`src/rtl/sync_param_fifo_if.sv`:
```
// Handshake bundle between a producer/consumer (master) and sync_param_fifo (slave).
// Widths must match the DSIZE/ASIZE the FIFO is built with.
interface sync_param_fifo_if #(
  parameter int DSIZE = 8,
  parameter int ASIZE = 4
);
  logic             flush;
  logic             winc;
  logic [DSIZE-1:0] wdata;
  logic             rinc;
  logic [DSIZE-1:0] rdata;
  logic             rempty;
  logic             wfull;
  logic             walmost_full;
  logic             ralmost_empty;
  logic [ASIZE:0]   level;
  logic             overflow;
  logic             underflow;

  modport master (
    output flush, winc, wdata, rinc,
    input  rdata, rempty, wfull, walmost_full, ralmost_empty, level, overflow, underflow
  );

  modport slave (
    input  flush, winc, wdata, rinc,
    output rdata, rempty, wfull, walmost_full, ralmost_empty, level, overflow, underflow
  );
endinterface

```
`src/rtl/sync_param_fifo.sv`:
```
// Single-clock FIFO with fill level, almost flags, sticky overflow/underflow and sync flush.
// Define SYNC_FIFO_FWFT_EN for first-word-fall-through reads; default is a registered read port.
module sync_param_fifo #(
  parameter int DSIZE     = 8,
  parameter int ASIZE     = 4,
  parameter int AFULL_TH  = 12,
  parameter int AEMPTY_TH = 2
) (
  input logic             clk,
  input logic             rst_n,
  sync_param_fifo_if.slave bus
);

  localparam int             DEPTH      = 1 << ASIZE;
  localparam logic [ASIZE:0] PTR_ONE    = {{ASIZE{1'b0}}, 1'b1};
  localparam logic [ASIZE:0] DEPTH_LVL  = {1'b1, {ASIZE{1'b0}}};
  localparam logic [ASIZE:0] AFULL_LVL  = AFULL_TH[ASIZE:0];
  localparam logic [ASIZE:0] AEMPTY_LVL = AEMPTY_TH[ASIZE:0];

  logic [DSIZE-1:0] mem [DEPTH];

  logic [ASIZE:0] wptr_q, wptr_d;
  logic [ASIZE:0] rptr_q, rptr_d;
  logic [ASIZE:0] level_q, level_d;
  logic           rempty_q, rempty_d;
  logic           wfull_q, wfull_d;
  logic           walmost_full_q, walmost_full_d;
  logic           ralmost_empty_q, ralmost_empty_d;
  logic           overflow_q, overflow_d;
  logic           underflow_q, underflow_d;

  logic wr_en;
  logic rd_en;

  // Acceptance is judged against the registered flags of the current cycle,
  // so a full FIFO rejects a write even when a read frees a slot on the same edge.
  assign wr_en = bus.winc && !wfull_q  && !bus.flush;
  assign rd_en = bus.rinc && !rempty_q && !bus.flush;

  always_comb begin
    wptr_d  = wptr_q;
    rptr_d  = rptr_q;
    level_d = level_q;

    if (bus.flush) begin
      wptr_d  = '0;
      rptr_d  = '0;
      level_d = '0;
    end else begin
      if (wr_en) wptr_d = wptr_q + PTR_ONE;
      if (rd_en) rptr_d = rptr_q + PTR_ONE;
      unique case ({wr_en, rd_en})
        2'b10:   level_d = level_q + PTR_ONE;
        2'b01:   level_d = level_q - PTR_ONE;
        default: level_d = level_q;
      endcase
    end
  end

  always_comb begin
    rempty_d        = (wptr_d == rptr_d);
    wfull_d         = (wptr_d[ASIZE-1:0] == rptr_d[ASIZE-1:0]) && (wptr_d[ASIZE] != rptr_d[ASIZE]);
    walmost_full_d  = (level_d >= AFULL_LVL);
    ralmost_empty_d = (level_d <= AEMPTY_LVL);
    overflow_d      = bus.flush ? 1'b0 : (overflow_q  || (bus.winc && wfull_q));
    underflow_d     = bus.flush ? 1'b0 : (underflow_q || (bus.rinc && rempty_q));
  end

  always_ff @(posedge clk or negedge rst_n) begin
    if (!rst_n) begin
      wptr_q          <= '0;
      rptr_q          <= '0;
      level_q         <= '0;
      rempty_q        <= 1'b1;
      wfull_q         <= 1'b0;
      walmost_full_q  <= 1'b0;
      ralmost_empty_q <= 1'b1;
      overflow_q      <= 1'b0;
      underflow_q     <= 1'b0;
    end else begin
      wptr_q          <= wptr_d;
      rptr_q          <= rptr_d;
      level_q         <= level_d;
      rempty_q        <= rempty_d;
      wfull_q         <= wfull_d;
      walmost_full_q  <= walmost_full_d;
      ralmost_empty_q <= ralmost_empty_d;
      overflow_q      <= overflow_d;
      underflow_q     <= underflow_d;
    end
  end

  // Storage is deliberately left out of reset and flush; stale words are unreachable.
  always_ff @(posedge clk) begin
    if (wr_en) mem[wptr_q[ASIZE-1:0]] <= bus.wdata;
  end

`ifdef SYNC_FIFO_FWFT_EN
  assign bus.rdata = mem[rptr_q[ASIZE-1:0]];
`else
  logic [DSIZE-1:0] rdata_q;

  always_ff @(posedge clk or negedge rst_n) begin
    if (!rst_n)     rdata_q <= '0;
    else if (rd_en) rdata_q <= mem[rptr_q[ASIZE-1:0]];
  end

  assign bus.rdata = rdata_q;
`endif

  assign bus.rempty        = rempty_q;
  assign bus.wfull         = wfull_q;
  assign bus.walmost_full  = walmost_full_q;
  assign bus.ralmost_empty = ralmost_empty_q;
  assign bus.level         = level_q;
  assign bus.overflow      = overflow_q;
  assign bus.underflow     = underflow_q;

  a_level_bound: assert property (@(posedge clk) disable iff (!rst_n) level_q <= DEPTH_LVL);
  a_level_ptrs:  assert property (@(posedge clk) disable iff (!rst_n) level_q == (wptr_q - rptr_q));
  a_flags_excl:  assert property (@(posedge clk) disable iff (!rst_n) !(rempty_q && wfull_q));

endmodule

```
`src/flat_wrapper.sv`:
```
// flat-port wrapper written by rule: the top's interface ports become plain ports
module sync_param_fifo_flat 
#(
  parameter int DSIZE     = 8,
  parameter int ASIZE     = 4,
  parameter int AFULL_TH  = 12,
  parameter int AEMPTY_TH = 2
)
  (clk, rst_n, bus_flush, bus_winc, bus_wdata, bus_rinc, bus_rdata, bus_rempty, bus_wfull, bus_walmost_full, bus_ralmost_empty, bus_level, bus_overflow, bus_underflow);
  sync_param_fifo_if #(.DSIZE(DSIZE), .ASIZE(ASIZE)) bus_i ();
  input logic clk;
  input logic rst_n;
  input wire logic [$bits(bus_i.flush)-1:0] bus_flush;
  input wire logic [$bits(bus_i.winc)-1:0] bus_winc;
  input wire logic [$bits(bus_i.wdata)-1:0] bus_wdata;
  input wire logic [$bits(bus_i.rinc)-1:0] bus_rinc;
  output wire logic [$bits(bus_i.rdata)-1:0] bus_rdata;
  output wire logic [$bits(bus_i.rempty)-1:0] bus_rempty;
  output wire logic [$bits(bus_i.wfull)-1:0] bus_wfull;
  output wire logic [$bits(bus_i.walmost_full)-1:0] bus_walmost_full;
  output wire logic [$bits(bus_i.ralmost_empty)-1:0] bus_ralmost_empty;
  output wire logic [$bits(bus_i.level)-1:0] bus_level;
  output wire logic [$bits(bus_i.overflow)-1:0] bus_overflow;
  output wire logic [$bits(bus_i.underflow)-1:0] bus_underflow;
  assign bus_i.flush = bus_flush;
  assign bus_i.winc = bus_winc;
  assign bus_i.wdata = bus_wdata;
  assign bus_i.rinc = bus_rinc;
  assign bus_rdata = bus_i.rdata;
  assign bus_rempty = bus_i.rempty;
  assign bus_wfull = bus_i.wfull;
  assign bus_walmost_full = bus_i.walmost_full;
  assign bus_ralmost_empty = bus_i.ralmost_empty;
  assign bus_level = bus_i.level;
  assign bus_overflow = bus_i.overflow;
  assign bus_underflow = bus_i.underflow;
  sync_param_fifo #(.DSIZE(DSIZE), .ASIZE(ASIZE), .AFULL_TH(AFULL_TH), .AEMPTY_TH(AEMPTY_TH)) u_core (.clk(clk), .rst_n(rst_n), .bus(bus_i));
endmodule
```
`config.mk`:
```
export PLATFORM = sky130hd
export DESIGN_NAME = sync_param_fifo_flat
export DESIGN_NICKNAME = d
export VERILOG_FILES = /design/src/rtl/sync_param_fifo_if.sv /design/src/rtl/sync_param_fifo.sv /design/src/flat_wrapper.sv
export SDC_FILE = /design/constraint.sdc
export NUM_CORES = 1
export LEC_CHECK = 0
export CORE_ASPECT_RATIO = 1.2
export CORE_MARGIN = 3
export CORE_UTILIZATION = 55
export CTS_BUF_LIST = sky130_fd_sc_hd__clkbuf_16
export CTS_CLUSTER_SIZE = 24
export DETAILED_ROUTE_END_ITERATION = 12
export GPL_ROUTABILITY_DRIVEN = 0
export PLACE_DENSITY = 0.74
export SETUP_SLACK_MARGIN = 0.1
export SKIP_CTS_REPAIR_TIMING = 1
export SLEW_MARGIN = 20
export SYNTH_ARGS = -nofsm -noshare
export SYNTH_HDL_FRONTEND = slang
export SYNTH_SLANG_ARGS = --single-unit
```
`constraint.sdc`:
```
create_clock -name clk -period 3.95 [get_ports clk]
set_clock_uncertainty 0.1 [all_clocks]
set_input_delay 0.5925 -clock clk [delete_from_list [all_inputs] [get_ports clk]]
set_output_delay 0.5925 -clock clk [all_outputs]
set_load 0.02 [all_outputs]
```
# Word level (Yosys, flattened, before mapping)
# Memory sizes are Yosys's and may differ from the RTL's. A register that Yosys moved wholly into a read port is not among the register bits.
# Cells that the tools add are included.
[classes]
add_sub_neg = 4
mul = 0
div = 0
magnitude_cmp = 2
n_eq_ne = 5
shift = 0
n_mux = 10
bitwise_logic = 0
n_reduce_logical = 13
[op_table]
columns = ["cell", "n"]
rows = [
  ["two-way mux 5 bit", 5],
  ["adder 5 x 1 -> 5 bit (second input constant)", 3],
  ["case mux 5 bit (2 select lines)", 1],
  ["logical AND 1 bit", 7],
  ["equality test 5 bit", 1],
  ["greater-or-equal comparator 5 x 4 -> 1 bit (second input constant)", 1],
  ["less-or-equal comparator 5 x 2 -> 1 bit (second input constant)", 1],
  ["subtractor 5 x 1 -> 5 bit (second input constant)", 1],
  ["equality test 4 bit", 1],
  ["logical NOT 1 bit", 4],
  ["two-way mux 1 bit", 4],
  ["equality test 2 x 1 -> 1 bit (second input constant)", 1],
  ["equality test 2 bit (second input constant)", 1],
  ["logical OR 1 bit", 2],
  ["!= test 1 bit", 1],
]
[word_totals]
ff_bits = 21
latch_bits = 0
ramBits = 128
mem_bits_ro = 0
inputBits = 13
out_inout_bits = 19
elab_cells = 44
mem_count = 1
[mem_list]
columns = ["name", "depth", "word_bits", "rd", "rd_ports_with_merged_regs", "wr", "line_no", "text"]
rows = [
  ["u_core.mem", 16, 8, 1, 1, 1, "sync_param_fifo.sv:20", "logic [DSIZE-1:0] mem [DEPTH];"],
]

# Longest topological paths before layout
[logic_depth]
ltp_word = 7
depth_mapped = 10
depth_no_buf = 10

# Worst setup path after synthesis
# Ideal clock, no wire load.
[synth_timing]
kind = "input -> register"
from = "input port bus_flush"
to = "register u_core.walmost_full_q, in the netlist u_core.bus.walmost_full"
setup_ns = 0.083
t_arrival_ns = 2.789
required_time_ns = 3.767
slack_ns = 0.978
stages = 9
path_buffers = 3
cell_sequence = "nor3b_4 buf_2 clkbuf_1 ha_1 clkbuf_1 or3b_1 xor2_1 or2_1 o22ai_1"
[synth_between]
elab_chain_cells = 6
elab_cells_between_ends = 8
cone_classes = "order compare (1); eq/ne (2); mux (2); reduce/logical (3)"
[synth_rtl]
columns = ["item", "line_no", "text"]
rows = [
  ["from (decl)", "flat_wrapper.sv:13", "input wire logic [$bits(bus_i.flush)-1:0] bus_flush;"],
  ["logical NOT 1 bit", "sync_param_fifo.sv:37, sync_param_fifo.sv:38", ""],
  ["logical AND 1 bit, on equally long branches", "sync_param_fifo.sv:38, sync_param_fifo.sv:37", ""],
  ["equality test 2 x 1 -> 1 bit / equality test 2 bit (equally long branches)", "sync_param_fifo.sv:52", "unique case ({wr_en, rd_en})"],
  ["case mux 5 bit (2 select lines)", "sync_param_fifo.sv:52", ""],
  ["two-way mux 5 bit (*)", "sync_param_fifo.sv:45", "if (bus.flush) begin"],
  ["greater-or-equal comparator 5 x 4 -> 1 bit (*)", "sync_param_fifo.sv:63", "walmost_full_d = (level_d >= AFULL_LVL);"],
  ["via u_core.walmost_full_d", "sync_param_fifo.sv:27", "logic walmost_full_q, walmost_full_d;"],
  ["to (signal assigned)", "sync_param_fifo.sv:86", "walmost_full_q <= walmost_full_d;"],
  ["to (decl)", "sync_param_fifo.sv:27", ""],
]
# Mark *: on every way through the listed nets, which the timed path passes. The rest lies on a longest branch.

# Worst setup path in the final report
# Same ends and word-level chain as after synthesis.

==> results.md <==
- Flops & latches, synth: 157
- DRT Pass-1 Iters: 8
- Reg2reg start: u_core.bus.wfull
- Global-route wire length before repair: 19500 µm
- Dominant cell type by area after synthesis: edfxtp_1
- Core Area: 0.0112 mm²
- Worst slack at placement: 0.494 ns
- Syn_nets: 409
- Initial DRC count: 251
- WHS Path Cells: 2
- Slew headroom: 44.5%
- Number of global-route vias before repair: 3532
- RSZ-0062 raised after global routing: no
- Min-delay src: u_core.bus.underflow
- Clk_lat worst skew: 0.41 ns
- Initial Utilization: 57.4%
- Crit path capture type: flip-flop
- Commonest non-fill, non-tap cell in the layout: edfxtp_1
- Final slew viol count: 0
- Mapped Avg Cell Area: 16.6 µm²
- Die Wd: 105 µm
- Fraction of registers with async set/reset: 18.5%
- # fillers: 797
- Final WL: 12000 µm
- Mapped cell area: 0.00646 mm²
- Die ar.: 0.0131 mm²
- Sequential share of the synthesized area: 70.8%
- Leakage: 2.54 nW
- Total power: 3.83 mW
- Fin crit period: 3.05 ns
- Most frequent cells in the layout: edfxtp_1 (128), nor2_1 (37), mux2i_1 (37)
- Inserted Diodes: 0
- Synth warnings: 0
- Clock buffer depth: 2
- Inst Count DP: 575
- Worst Path Arrival: 3.27 ns
- Crit path from: bus_flush
- Vias per cell: 5.74
- Hold WS: 0.403 ns
- Synth Instances: 389
- CTS tree: done
- Clk sink count: 157
- Critical path type: in2reg
- Chip height: 125 µm
- DRC: 0
- Synth Flop Type: edfxtp_1
- Fin crit share: 77.1%
- I/O pin cnt: 32
- Pwr Density: 506 mW/mm²
- Status: finished clean
- Placement Rows: 42
- DR WL/cell: 19.8 µm
- Cell count of the worst reg-to-reg path: 10
- Detail Placement HPWL: 7760 µm
- Pin count of the biggest net entering global routing: 31
- Gr usage total: 19.8%
- Worst Tran Pin Value: 0.829 ns
- Worst vdd ir: 0.323 mV
- Num CTS Buffers: 17
- Req. time, crit path: 4.17 ns
- Clk slew on worst S/H paths: 0.06 ns
- Share of cells above drive strength 1: 18.1%
- I/O Buffers: 31
- Peak fanout along the critical path: 10
- Layout net count: 460
- H-tree depth: 4
- Layout area overhead: 17.2%
- Number of max-cap violations: 0
- Setup TNS Final: 0 ns
- EDFF count, synth: 128
- Setup WS post-layout: 0.903 ns
- Cell variety after synth: 41
- Routed Antenna Nets: 0
- Non-filler cells, final: 607
- Critical Path Start Type: input pin
- Hold crit path type: reg2reg
- GR Overflow Total: 0
- Final setup violation count: 0
- Post-synth top area share: 59.5%
- Via count: 3483
- CTS root buf: clkbuf_16
- Achievable Freq: 328 MHz
- Synth top area cells: edfxtp_1 (60%), dfrtp_1 (10%), mux4_2 (6.6%), mux2i_1 (5.7%), nor2_1 (2.1%)
- Initial antenna violation count: 0
- Final Hold Vio Count: 0
[sequential cells by signal (all words and copies together) (netlist names)]
name / cells
u_core.bus.underflow: 1
u_core.bus.level: 5
u_core.bus.ralmost_empty: 1
u_core.wptr_q: 5
u_core.bus.walmost_full: 1
u_core.bus.rdata: 8
u_core.bus.overflow: 1
u_core.mem: 128
u_core.bus.rempty: 1
u_core.rptr_q: 5
u_core.bus.wfull: 1
[logic make-up after synthesis]
group | count (synthesis) | synth area share, %
multiplexers | 57 | 12.5
AO/OA/AOI/OAI | 42 | 4.73
adder cells (fa/ha/maj) | 7 | 1.36
flip-flops | 157 | 70.8
XOR/XNOR | 19 | 2.58
buffers and inverters | 28 | 1.84
AND/OR/NAND/NOR | 79 | 6.20
[cells in the mapped netlist, drive strengths merged, types with 3 or more instances]
library cell	n
nor2	37
nand2	7
o221a	7
nor3b	3
edfxtp	128
dfrtp	27
buf	8
xor2	9
a21oi	12
mux2i	37
nand4	4
nand2b	3
ha	7
nand3	13
inv	6
nor3	4
a22oi	8
clkbuf	14
xnor2	10
mux4	19
o21ai	7
a41oi	3
[per-layer routing]
layer	up-vias	GRT usage, %	share of wire (%)
met5	-	0	0
met4	0	7.41	1.7
met3	18	4.82	3.8
met2	82	31.6	51
met1	1780	26.5	43
li1	1603	-	-
[final cells by class]
cell class / count / area [µm²] / share of cell area, %
Tap cell: 154 / 193 / 2.55
Clock inverter: 15 / 105 / 1.39
Sequential cell: 157 / 4570 / 60.4
Timing Repair Buffer: 54 / 483 / 6.38
Multi-Input combinational cell: 204 / 1770 / 23.4
Clock buffer: 17 / 425 / 5.62
Inverter: 6 / 22.5 / 0.297
[report_power, final]
| part | leakage, nW | switching, mW | internal [mW] |
|---|---|---|---|
| clock | 0.251 | 0.606 | 0.848 |
| combinational | 0.770 | 0.240 | 0.233 |
| sequential | 1.52 | 0.0507 | 1.86 |
| total | 2.54 | 0.896 | 2.94 |
[critical path, stage by stage]
cell and delay [ns]:
clkdlybuf4s50_1 0.63, nor3b_4 0.42, nand2_4 0.11, xnor2_1 0.14
ha_1 0.19, a21o_1 0.19, nand3_1 0.09, or3b_1 0.37
xor2_1 0.16, or2_1 0.23, o22ai_1 0.15
[worst paths after layout]
check	to	slack (ns)
max in group asynchronous	u_core.bus.ralmost_empty	2.97
min in group asynchronous	u_core.bus.rdata[7]	0.47
max	u_core.bus.walmost_full	0.90
min reg2reg	u_core.bus.underflow	0.40
min	u_core.bus.underflow	0.40
max reg2reg	u_core.bus.walmost_full	1.40
[through the flow]
stage	area, µm²	util [%]
floorplan	6460	-
global placement	7040	62.6
detailed placement	7040	62.6
CTS	7570	67.3
global route	7570	67.3
finish	7570	67.3
No activity file was read; power rests on OpenSTA's default activity.
